==> src/rtl/fetch_if.sv <==
// Fetch unit bus: control-unit handshake (fetch_req/jump/ir/opcode/status)
// and program-memory request/acknowledge channel.
//   master : the fetch unit (drives mem_rd/mem_addr, ir, opcode, status, pc)
//   slave  : the environment (control unit + program memory)
interface fetch_if #(
  parameter int unsigned ADDR_W = 8,
  parameter int unsigned WORD_W = 16
);
  logic              fetch_req;
  logic              jump_en;
  logic [ADDR_W-1:0] jump_addr;
  logic              mem_rd;
  logic [ADDR_W-1:0] mem_addr;
  logic [WORD_W-1:0] mem_rdata;
  logic              mem_ack;
  logic [WORD_W-1:0] ir;
  logic [4:0]        opcode;
  logic              ir_valid;
  logic              busy;
  logic              halted;
  logic [ADDR_W-1:0] pc;

  modport master (
    input  fetch_req, jump_en, jump_addr, mem_rdata, mem_ack,
    output mem_rd, mem_addr, ir, opcode, ir_valid, busy, halted, pc
  );

  modport slave (
    output fetch_req, jump_en, jump_addr, mem_rdata, mem_ack,
    input  mem_rd, mem_addr, ir, opcode, ir_valid, busy, halted, pc
  );
endinterface

==> src/rtl/fetch_unit.sv <==
// Instruction fetch unit: owns PC and IR, fetches one word per request from
// program memory over a req/ack handshake and presents ir/opcode to the
// control unit. Halts permanently (until reset) on opcode HALT_OP.
// Ports:
//   clk    : system clock, rising edge
//   rst_n  : asynchronous active-low reset
//   bus    : fetch_if.master (control handshake, memory channel, status)
module fetch_unit #(
  parameter int unsigned ADDR_W  = 8,
  parameter int unsigned WORD_W  = 16,
  parameter logic [4:0]  HALT_OP = 5'b11111
) (
  input  logic   clk,
  input  logic   rst_n,
  fetch_if.master bus
);

  typedef enum logic [1:0] {
    ST_IDLE = 2'd0,
    ST_WAIT = 2'd1,
    ST_HALT = 2'd2
  } state_t;

  state_t            r_state;
  logic [ADDR_W-1:0] r_pc;
  logic [WORD_W-1:0] r_ir;
  logic              r_ir_valid;
  logic              r_mem_rd;
  logic [ADDR_W-1:0] r_mem_addr;
  logic              r_busy;
  logic              r_halted;
  logic              r_jmp_pend;
  logic [ADDR_W-1:0] r_jmp_addr;

  // A jump arriving on the acknowledge cycle is the latest one and wins.
  logic              w_jmp_hit;
  logic [ADDR_W-1:0] w_jmp_tgt;
  logic [ADDR_W-1:0] w_pc_next;

  assign w_jmp_hit = bus.jump_en | r_jmp_pend;
  assign w_jmp_tgt = bus.jump_en ? bus.jump_addr : r_jmp_addr;
  // Sequential PC wraps naturally at 2^ADDR_W.
  assign w_pc_next = w_jmp_hit ? w_jmp_tgt : (r_mem_addr + ADDR_W'(1));

  // Fetch FSM with all outputs registered.
  always_ff @(posedge clk or negedge rst_n) begin
    if (!rst_n) begin
      r_state    <= ST_IDLE;
      r_pc       <= '0;
      r_ir       <= '0;
      r_ir_valid <= 1'b0;
      r_mem_rd   <= 1'b0;
      r_mem_addr <= '0;
      r_busy     <= 1'b0;
      r_halted   <= 1'b0;
      r_jmp_pend <= 1'b0;
      r_jmp_addr <= '0;
    end else begin
      unique case (r_state)
        ST_IDLE: begin
          if (bus.fetch_req) begin
            r_mem_addr <= bus.jump_en ? bus.jump_addr : r_pc;
            r_mem_rd   <= 1'b1;
            r_ir_valid <= 1'b0;
            r_busy     <= 1'b1;
            r_state    <= ST_WAIT;
          end
          if (bus.jump_en) begin
            r_pc <= bus.jump_addr;
          end
        end

        ST_WAIT: begin
          if (bus.mem_ack) begin
            r_ir       <= bus.mem_rdata;
            r_ir_valid <= 1'b1;
            r_mem_rd   <= 1'b0;
            r_busy     <= 1'b0;
            r_pc       <= w_pc_next;
            r_jmp_pend <= 1'b0;
            if (bus.mem_rdata[WORD_W-1 -: 5] == HALT_OP) begin
              r_halted <= 1'b1;
              r_state  <= ST_HALT;
            end else begin
              r_state  <= ST_IDLE;
            end
          end else if (bus.jump_en) begin
            r_jmp_pend <= 1'b1;
            r_jmp_addr <= bus.jump_addr;
          end
        end

        ST_HALT: begin
          r_state <= ST_HALT;
        end

        default: begin
          r_state <= ST_IDLE;
        end
      endcase
    end
  end

  assign bus.mem_rd   = r_mem_rd;
  assign bus.mem_addr = r_mem_addr;
  assign bus.ir       = r_ir;
  // Opcode decodes straight from IR so the control unit sees it with ir_valid.
  assign bus.opcode   = r_ir[WORD_W-1 -: 5];
  assign bus.ir_valid = r_ir_valid;
  assign bus.busy     = r_busy;
  assign bus.halted   = r_halted;
  assign bus.pc       = r_pc;

endmodule

==> src/flat_wrapper.sv <==
// flat-port wrapper written by rule: the top's interface ports become plain ports
module fetch_unit_flat 
#(
  parameter int unsigned ADDR_W  = 8,
  parameter int unsigned WORD_W  = 16,
  parameter logic [4:0]  HALT_OP = 5'b11111
)
  (clk, rst_n, bus_fetch_req, bus_jump_en, bus_jump_addr, bus_mem_rdata, bus_mem_ack, bus_mem_rd, bus_mem_addr, bus_ir, bus_opcode, bus_ir_valid, bus_busy, bus_halted, bus_pc);
  fetch_if #(.ADDR_W(ADDR_W), .WORD_W(WORD_W)) bus_i ();
  input  logic clk;
  input  logic rst_n;
  input wire logic [$bits(bus_i.fetch_req)-1:0] bus_fetch_req;
  input wire logic [$bits(bus_i.jump_en)-1:0] bus_jump_en;
  input wire logic [$bits(bus_i.jump_addr)-1:0] bus_jump_addr;
  input wire logic [$bits(bus_i.mem_rdata)-1:0] bus_mem_rdata;
  input wire logic [$bits(bus_i.mem_ack)-1:0] bus_mem_ack;
  output wire logic [$bits(bus_i.mem_rd)-1:0] bus_mem_rd;
  output wire logic [$bits(bus_i.mem_addr)-1:0] bus_mem_addr;
  output wire logic [$bits(bus_i.ir)-1:0] bus_ir;
  output wire logic [$bits(bus_i.opcode)-1:0] bus_opcode;
  output wire logic [$bits(bus_i.ir_valid)-1:0] bus_ir_valid;
  output wire logic [$bits(bus_i.busy)-1:0] bus_busy;
  output wire logic [$bits(bus_i.halted)-1:0] bus_halted;
  output wire logic [$bits(bus_i.pc)-1:0] bus_pc;
  assign bus_i.fetch_req = bus_fetch_req;
  assign bus_i.jump_en = bus_jump_en;
  assign bus_i.jump_addr = bus_jump_addr;
  assign bus_i.mem_rdata = bus_mem_rdata;
  assign bus_i.mem_ack = bus_mem_ack;
  assign bus_mem_rd = bus_i.mem_rd;
  assign bus_mem_addr = bus_i.mem_addr;
  assign bus_ir = bus_i.ir;
  assign bus_opcode = bus_i.opcode;
  assign bus_ir_valid = bus_i.ir_valid;
  assign bus_busy = bus_i.busy;
  assign bus_halted = bus_i.halted;
  assign bus_pc = bus_i.pc;
  fetch_unit #(.ADDR_W(ADDR_W), .WORD_W(WORD_W), .HALT_OP(HALT_OP)) u_core (.clk(clk), .rst_n(rst_n), .bus(bus_i));
endmodule
==> config.mk <==
export PLATFORM = sky130hd
export DESIGN_NAME = fetch_unit_flat
export DESIGN_NICKNAME = d
export VERILOG_FILES = /design/src/rtl/fetch_if.sv /design/src/rtl/fetch_unit.sv /design/src/flat_wrapper.sv
export SDC_FILE = /design/constraint.sdc
export NUM_CORES = 1
export LEC_CHECK = 0
export ABC_AREA = 1
export ABC_CLOCK_PERIOD_IN_PS = 2700
export BUFFER_PORTS_ARGS = -buffer_cell sky130_fd_sc_hd__buf_2
export CAP_MARGIN = 20
export CORE_MARGIN = 1
export CORE_UTILIZATION = 30
export DETAILED_ROUTE_END_ITERATION = 6
export GPL_TIMING_DRIVEN = 1
export HOLD_SLACK_MARGIN = 0.05
export PLACE_DENSITY = 0.56
export REMOVE_ABC_BUFFERS = 1
export SYNTH_ARGS = -nofsm -noshare
export SYNTH_HDL_FRONTEND = slang
export SYNTH_SLANG_ARGS = --single-unit
export TNS_END_PERCENT = 10
==> constraint.sdc <==
create_clock -name clk -period 2.7 [get_ports clk]
set_input_delay 0.54 -clock clk [delete_from_list [all_inputs] [get_ports clk]]
set_output_delay 0.54 -clock clk [all_outputs]
set_load 0.005 [all_outputs]
# Word level (Yosys, flattened, before mapping)
# Index checks and enable logic that the tools add are counted.
# W data, S select, Z words.
[word_totals] regBits=46 input_bits=29 out_inout_bits=41 wordCells=45
[classes] add_sub_neg=1 eq_ne=5 n_mux=17 n_bitwise=2 n_reduce_logical=11
[ops] cell="$mux W8" count=4
[ops] cell="$pmux W8 S2" count=1
[ops] cell="$reduce_and A2 Y1" count=6
[ops] cell="$add A8 B1 Y8 const B" count=1
[ops] cell="$mux W1" count=6
[ops] cell="$mux W2" count=3
[ops] cell="$pmux W2 S3" count=1
[ops] cell="$reduce_and A3 Y1" count=2
[ops] cell="$eq A5 B5 Y1 const B" count=1
[ops] cell="$ne A2 B2 Y1 const B" count=2
[ops] cell="$pmux W1 S2" count=2
[ops] cell="$reduce_bool A2 Y1" count=2
[ops] cell="$eq A2 B1 Y1 const B" count=1
[ops] cell="$eq A2 B2 Y1 const B" count=1
[ops] cell="$logic_not A2 Y1" count=1
[ops] cell="$not A1 Y1" count=1
[ops] cell="$or A1 B1 Y1" count=1

# Depth between registers and ports, before layout
# Gate-level depths: netlist of the first run.
[logic_depth] word_depth=4 ltp_mapped=8 ltp_nobuf=7

# Least setup slack after synthesis of the first run
# Ideal clock, no wire load.
[synth_path] path_type="input-to-reg" from="input bus_jump_en" to="register u_core.r_pc[5] (netlist: u_core.bus.pc[5])" setup_time_ps=77 arrival_time_ps=1331 required_time_ps=2623 setup_slack_ps=1291 cell_stages=7 n_path_buf=2 path_cell_list="buf_2 > nor2_1 > buf_2 > o21ai_1 > inv_1 > nand2_1 > a21oi_1"
[synth_via] elab_chain_cells=4 word_cells_on_any_way=6 classes_between="mux (5); bitwise (1)"
[synth_rtl] item="from (decl)" line="flat_wrapper.sv:13" text="input wire logic [$bits(bus_i.jump_en)-1:0] bus_jump_en;"
[synth_rtl] item="$mux W8 or $or A1 B1 Y1 (tied branches)"
[synth_rtl] item="$mux W8" line="fetch_unit.sv:43" text="assign w_pc_next = w_jmp_hit ? w_jmp_tgt : (r_mem_addr + ADDR_W'(1));"
[synth_rtl] item="$mux W8" line="fetch_unit.sv:74" text="if (bus.mem_ack) begin"
[synth_rtl] item="$pmux W8 S2 *" line="fetch_unit.sv:59" text="unique case (r_state)"
[synth_rtl] item="to (signal assigned)" line="fetch_unit.sv:69" text="r_pc <= bus.jump_addr;"
[synth_rtl] item="to (signal assigned)" line="fetch_unit.sv:79" text="r_pc <= w_pc_next;"
[synth_rtl] item="to (decl)" line="fetch_unit.sv:25" text="logic [ADDR_W-1:0] r_pc;"
# Every way passes the cells marked *; elsewhere a longest branch is shown, timed or not. The select of a mux whose other input is x is not followed.
# A chain may end at the register's enable or synchronous reset.

# Final worst setup path of the first run
[layout_path] from="register u_core.r_state[1]" to="register u_core.r_pc[3] (netlist: u_core.bus.pc[3])"
[layout_via] elab_chain_cells=3 word_cells_on_any_way=6 classes_between="eq/ne (2); mux (1); reduce/logical (3)"
[layout_rtl] item="from (decl)" line="fetch_unit.sv:24" text="state_t r_state;"
[layout_rtl] item="from (signal assigned)" line="fetch_unit.sv:48" text="r_state <= ST_IDLE;"
[layout_rtl] item="from (signal assigned)" line="fetch_unit.sv:66" text="r_state <= ST_WAIT;"
[layout_rtl] item="from (signal assigned)" line="fetch_unit.sv:83" text="r_state <= ST_HALT;"
[layout_rtl] item="$eq A2 B1 Y1 or $logic_not A2 Y1 (tied branches)" line="fetch_unit.sv:59"
[layout_rtl] item="$ne A2 B2 Y1 (no line) or $reduce_bool A2 Y1 (tied branches)"
[layout_rtl] item="$reduce_and A2 Y1 (no line)"
# Several ways; a longest one is shown, not always the timed one.

==> results of run 1 <==
layer usage:
metal / global-route usage [%] / share of wire [%] / up-vias
met3: 4.05 / 6.7 / 2
met1: 21.9 / 52 / 875
met2: 22.8 / 41 / 67
li1: - / - / 1023
met5: 0 / 0 / -
met4: 3.81 / 0.31 / 0
synth_stat cells, drive strengths merged:
| cell | number | area share, % |
|---|---|---|
| inv | 30 | 5.1 |
| a21oi | 15 | 3.4 |
| o21ai | 29 | 6.5 |
| buf | 13 | 3.6 |
| nand3 | 11 | 2.5 |
| nand2 | 108 | 18 |
| o211ai | 1 | 0.34 |
| or2 | 2 | 0.56 |
| a31oi | 3 | 0.84 |
| xnor2 | 1 | 0.39 |
| clkbuf | 1 | 0.17 |
| ha | 1 | 0.56 |
| o21a | 2 | 0.68 |
| mux2i | 1 | 0.45 |
| nor2 | 20 | 3.9 |
| dfrtp | 46 | 52 |
| xor2 | 1 | 0.39 |
| nor3 | 1 | 0.22 |
| nand4 | 1 | 0.28 |
critical path, cell delays in order (launching register included):
cell,delay [ns]
dfrtp_1,0.39
inv_2,0.06
nand2_2,0.12
nor2_4,0.40
inv_2,0.32
a21oi_1,0.24
a21oi_1,0.08
power groups by stage:
stage	Combinational, mW	Sequential (mW)	Clock, mW
3_5_place_dp	0.858	1.12	0
6_report	0.845	1.11	0.412
2_1_floorplan	0.456	1.12	0
5_1_grt	0.977	1.14	0.460
3_3_place_gp	0.843	1.13	0
4_1_cts	0.857	1.12	0.433
cell type report:
class	instances	share of cell area, %
clock buffers	5	2.53
clock inverters	2	0.553
inverters	30	4.15
multi-input cells	197	32.3
flip-flops and latches	46	42.4
well taps	99	4.56
repair buffers	72	13.5
cell families (layout without fill, tap and decap cells):
| family | count (synthesis) | in the layout | synth area share (%) |
|---|---|---|---|
| fa+ha+maj | 1 | 1 | 0.563 |
| xor+xnor | 2 | 2 | 0.788 |
| flops | 46 | 46 | 51.8 |
| simple gates | 143 | 143 | 25.8 |
| buf+inv | 44 | 109 | 8.83 |
| mux | 1 | 1 | 0.450 |
| compound gates | 50 | 50 | 11.8 |
registers in the layout, summed over array words and instances, names as in the netlist:
register and cells:
u_core.bus.ir_valid 1, u_core.bus.mem_addr 8, u_core.r_jmp_pend 1, u_core.r_state 2, u_core.bus.ir 16, u_core.r_jmp_addr 8, u_core.bus.mem_rd 1, u_core.bus.halted 1
u_core.bus.pc 8
worst paths after layout:
path	endpoint	slack, ns	cells after the start
worst max-delay path	u_core.bus.pc[3]	0.97	6
worst min-delay path	u_core.bus.ir[9]	0.12	1
worst max register to register	u_core.bus.pc[3]	0.97	6
worst min register to register	u_core.bus.halted	0.48	2
max in group asynchronous	u_core.bus.mem_addr[2]	1.99	2
min in group clk	u_core.bus.ir[3]	0.44	3
==> flow_metrics.py, run 1 <==
metrics = {
    "run_status": {
        "status": "finished, final reports clean",
    },
    "final_layout": {
        "mostFrequentLayoutCell": "nand2_1",
        "post_route_cells_drive_above_1_share_pct": 25.6,
        "post_layout_nonfiller_instances": 451,
        "final_core_util_pct": 37.6,
        "seqCellArea_um2": 1150,
        "p_r_area_growth_vs_syn_pct": 22.1,
        "filler_cell_count": 801,
        "n_antenna_cell": 0,
        "finalInstanceArea_um2": 2720,
        "finalNetCount": 382,
        "layout.cells.most_common_list": "nand2_1, buf_2, dfrtp_1, inv_1, nor2_1",
        "area_of_the_multi_input_gates_um2": 876,
    },
    "grt": {
        "grt_overflow_total": 0,
        "first_global_vias": 1864,
        "grt_max_degree": 26,
        "track_usage_pct": 15.2,
        "wire_length_of_the_first_global_routing_pass_um": 9040,
        "grt_antenna_before_repair": 0,
    },
    "clocking": {
        "clock_tree.buffer_depth": 2,
        "cts_hold_repair.buffers": 0,
        "cts-resized-gates": 0,
        "cts_tree": "done",
        "cts_made_buffers": 5,
        "clkTransAtPathRegs_ns": 0.09,
        "cts_htree_levels": 2,
        "cts.repair_timing.setup_buffer_count": 0,
        "clock_latency_ns": 0.29,
        "cts.sink_count": 46,
        "clockRootBuffer": "clkbuf_8",
    },
    "placed_design": {
        "post-place-ws_ns": 0.802,
        "post-dp-hpwl_um": 4040,
        "placed_cells_incl_taps": 444,
        "gp_routability_congestion": 0.774,
        "io_buffers": 69,
        "place_area_um2": 2630,
    },
    "worst_setup_path": {
        "critical_path_arrival_ns": 1.91,
        "critical_path.startpoint": "u_core.r_state[1]",
        "timing.setup.critical_path_class": "reg -> reg",
        "critical_path_peak_fanout": 25,
        "critical_path.startpoint_type": "register",
        "endpoint_kind": "register",
        "required_time_at_the_worst_slack_endpoint_ns": 2.89,
        "worstReg2RegStart": "u_core.r_state[1]",
    },
    "synthesis": {
        "syn_avg_cell_area_um2": 7.75,
        "yosysWarningCount": 0,
        "post_synth_inst_count": 287,
        "ffs_latches_synth": 46,
        "yosysSeqAreaShare_pct": 51.8,
        "syn-cell-area_um2": 2220,
        "netlist-cell-type-count": 26,
    },
    "worst_hold_path": {
        "hold_path_class": "in -> async",
    },
    "timing": {
        "smallest_hold_slack_ns": 0.120,
        "fin_skew_ns": 0.00527,
        "worst_pin_slew_ns": 0.545,
        "share_of_the_clock_period_used_by_the_worst_path_pct": 63.9,
        "timing.final.hold_violations": 0,
        "rsz0062_at_grt": "false",
        "layout_setup_ws_ns": 0.975,
        "finalSetupTns_ns": 0,
        "timing.fmax_mhz": 580,
        "timing.final.setup_violations": 0,
        "max-slew-margin-rel_pct": 63.6,
        "slew_viol_final": 0,
        "period_needed_ns": 1.73,
    },
    "routing": {
        "post_drt_wl_per_cell_um": 12.0,
        "vias_cell": 4.36,
        "detail-route-antenna-nets": 0,
        "detail_route.iter0.violations": 101,
        "routed_via_count": 1967,
        "drt_wl_total_um": 5420,
        "drt_first_pass_iters": 4,
        "drt_drc_violations_left": 0,
    },
    "power": {
        "total_leakage_power_nw": 1.45,
        "comb_power_share_pct": 35.7,
        "intPower_mw": 1.47,
        "power.clock.fraction_pct": 17.4,
        "power.sequential.fraction_pct": 47.0,
        "total_power_mw": 2.37,
        "cellPowerDensity_nw_per_um2": 873,
        "fraction_of_power_spent_switching_nets_pct": 37.9,
        "vdd_ir_drop_max_mv": 0.383,
        "p_switching_mw": 0.897,
    },
    "floorplan": {
        "die_area_um2": 7760,
        "core_area_um2": 7210,
        "io-pin-count": 70,
        "die-width_um": 88.1,
        "start_util_pct": 30.8,
        "num_rows": 31,
        "die_height_um": 88.1,
    },
    "run": {
        "cap_violations": 0,
    },
}
(Power assumes the default switching activity.)
==> inputs of run 2 (changes only) <==
ABC_CLOCK_PERIOD_IN_PS = 1500   (was 2700)
PLACE_DENSITY = 0.58   (was 0.56)
clock period = 1.5 ns   (was 2.7 ns; I/O delays follow)
==> run 2 against run 1 <==
Effect of this change: largest power group unchanged; sequential cell count did not move; routed wire length up 1.4%; die area did not move; power rose by 90%; critical path type unchanged; final area increased by 3.7%; global-route usage grew 0.44 points; critical path depth is 1 higher; non-clock buffer count rose by 8.
==> flow_metrics.py, run 2 (synthesis results as in run 1) <==
metrics = {
    "clocking": {
        "clock_latency_ns": 0.30,
        "cts_htree_levels": 2,
        "cts.sink_count": 46,
        "clockRootBuffer": "clkbuf_8",
        "cts_tree": "done",
        "clock_tree.buffer_depth": 2,
        "clkTransAtPathRegs_ns": 0.09,
        "cts_made_buffers": 5,
    },
    "routing": {
        "post_drt_wl_per_cell_um": 11.9,
        "drt_first_pass_iters": 4,
        "drt_wl_total_um": 5500,
        "routed_via_count": 2044,
        "detail_route.iter0.violations": 118,
        "detail-route-antenna-nets": 0,
        "vias_cell": 4.44,
        "drt_drc_violations_left": 0,
    },
    "final_layout": {
        "layout.cells.most_common_list": "nand2_1, buf_2, dfrtp_1, inv_1, nor2_1",
        "largest_register_ffs": 16,
        "mostFrequentLayoutCell": "nand2_1",
        "n_antenna_cell": 0,
        "p_r_area_growth_vs_syn_pct": 26.7,
        "finalNetCount": 390,
        "post_route_cells_drive_above_1_share_pct": 26.9,
    },
    "worst_setup_path": {
        "critical_path_peak_fanout": 18,
        "critical_path_arrival_ns": 1.55,
        "endpoint_kind": "register",
        "r2r_setup_slack_ns": 0.15,
        "r2r_cells": 7,
        "timing.setup.critical_path_class": "reg -> reg",
        "critical_path.startpoint_type": "register",
        "required_time_at_the_worst_slack_endpoint_ns": 1.70,
        "regToRegEndpoint": "u_core.bus.ir[9]",
        "worstReg2RegStart": "u_core.r_state[1]",
    },
    "power": {
        "cellPowerDensity_nw_per_um2": 1600,
        "vdd_ir_drop_max_mv": 0.663,
        "power.clock.fraction_pct": 20.6,
        "p_switching_mw": 1.64,
        "total_power_mw": 4.51,
        "intPower_mw": 2.87,
        "comb_power_share_pct": 35.0,
        "power.sequential.fraction_pct": 44.4,
        "fraction_of_power_spent_switching_nets_pct": 36.3,
        "total_leakage_power_nw": 1.50,
    },
    "floorplan": {
        "die_height_um": 88.1,
        "num_rows": 31,
        "die-width_um": 88.1,
        "io-pin-count": 70,
        "start_util_pct": 30.8,
        "die_area_um2": 7760,
        "core_area_um2": 7210,
    },
    "timing": {
        "worst_pin_slew_ns": 0.281,
        "share_of_the_clock_period_used_by_the_worst_path_pct": 90.0,
        "rsz0062_at_grt": "false",
        "finalSetupTns_ns": 0,
        "period_needed_ns": 1.35,
        "slew_viol_final": 0,
        "fin_skew_ns": 0.00471,
        "timing.final.setup_violations": 0,
        "timing.final.hold_violations": 0,
        "max-slew-margin-rel_pct": 81.3,
        "timing.fmax_mhz": 741,
    },
    "grt": {
        "grt_max_degree": 47,
        "track_usage_pct": 15.7,
        "first_global_vias": 1997,
        "grt_overflow_total": 0,
        "wire_length_of_the_first_global_routing_pass_um": 9370,
        "grt_antenna_before_repair": 0,
    },
    "worst_hold_path": {
        "worstHoldEndpoint": "u_core.bus.ir[2]",
        "worst_hold_path.num_cells": 3,
        "worst_hold_launch": "bus_mem_rdata[2]",
        "hold_path_class": "in -> reg",
    },
    "placed_design": {
        "io_buffers": 69,
        "post-dp-hpwl_um": 3990,
        "gp_routability_congestion": 0.829,
    },
    "run_status": {
        "status": "finished, final reports clean",
    },
    "run": {
        "cap_violations": 0,
    },
}
run 2: worst max-delay path, stage by stage, from the launching register on:
cell	delay [ns]
dfrtp_1	0.40
inv_2	0.07
nand2_2	0.12
nor2_4	0.18
inv_2	0.13
buf_4	0.22
nand2_1	0.08
nand2_1	0.04
run 2: worst max-delay path by stage:
stage / from / to / slack [ns]
3_3_place_gp: bus_jump_en / u_core.bus.pc[4] / 0.1
2_1_floorplan: u_core.r_state[1] / u_core.bus.pc[1] / 0.13
3_5_place_dp: bus_jump_en / u_core.bus.pc[4] / 0.09
4_1_cts: u_core.r_state[1] / u_core.bus.ir[9] / 0.14
5_1_grt: u_core.r_state[0] / u_core.bus.mem_addr[2] / 0.04
6_report: u_core.r_state[1] / u_core.bus.ir[9] / 0.15
run 2: layout make-up:
class,instances,area [um^2]
tap,99,124
clock inverter,2,37.5
sequential,46,1150
inverter,30,113
timing repair buffer,80,443
clock buffer,6,72.6
multi-input combinational,197,876
fill,779,4400
run 2: through the flow:
stage | worst slack (ns) | utilization [%] | hold WS (ns) | instances | instance area, um^2
after floorplan | 0.127 | - | 0.00441 | 273 | 2140
final | 0.150 | 39.0 | 0.193 | 460 | 2820
after detailed placement | 0.0902 | 37.4 | 0.303 | 451 | 2700
after global routing | 0.0374 | 39.0 | 0.203 | 460 | 2820
after CTS | 0.136 | 39.0 | 0.187 | 460 | 2820
after global placement | 0.0997 | 37.4 | 0.305 | 451 | 2700
run 2: metal layers:
metal | share of wire, % | wire [um] | up-vias | GRT usage (%)
met1 | 50 | 2770 | 925 | 22.3
met3 | 7.0 | 383 | 8 | 4.34
met4 | 1.3 | 69 | 0 | 4.69
li1 | - | - | 1037 | -
met5 | 0 | 0 | - | 0
met2 | 41 | 2270 | 74 | 23.3
run 2: repair_timing:
action                    4_1_cts  5_1_grt
hold buffers                    1        0
setup buffers                   0        0
resized for setup               0        0
hold endpoints to repair       46        0
run 2: power groups by stage:
stage,logic (mW),registers (mW),clock network (mW)
5_1_grt,1.83,2.07,1.01
4_1_cts,1.60,2.01,0.953
2_1_floorplan,0.821,2.01,0
6_report,1.58,2.00,0.931
3_3_place_gp,1.58,2.02,0
3_5_place_dp,1.60,2.02,0
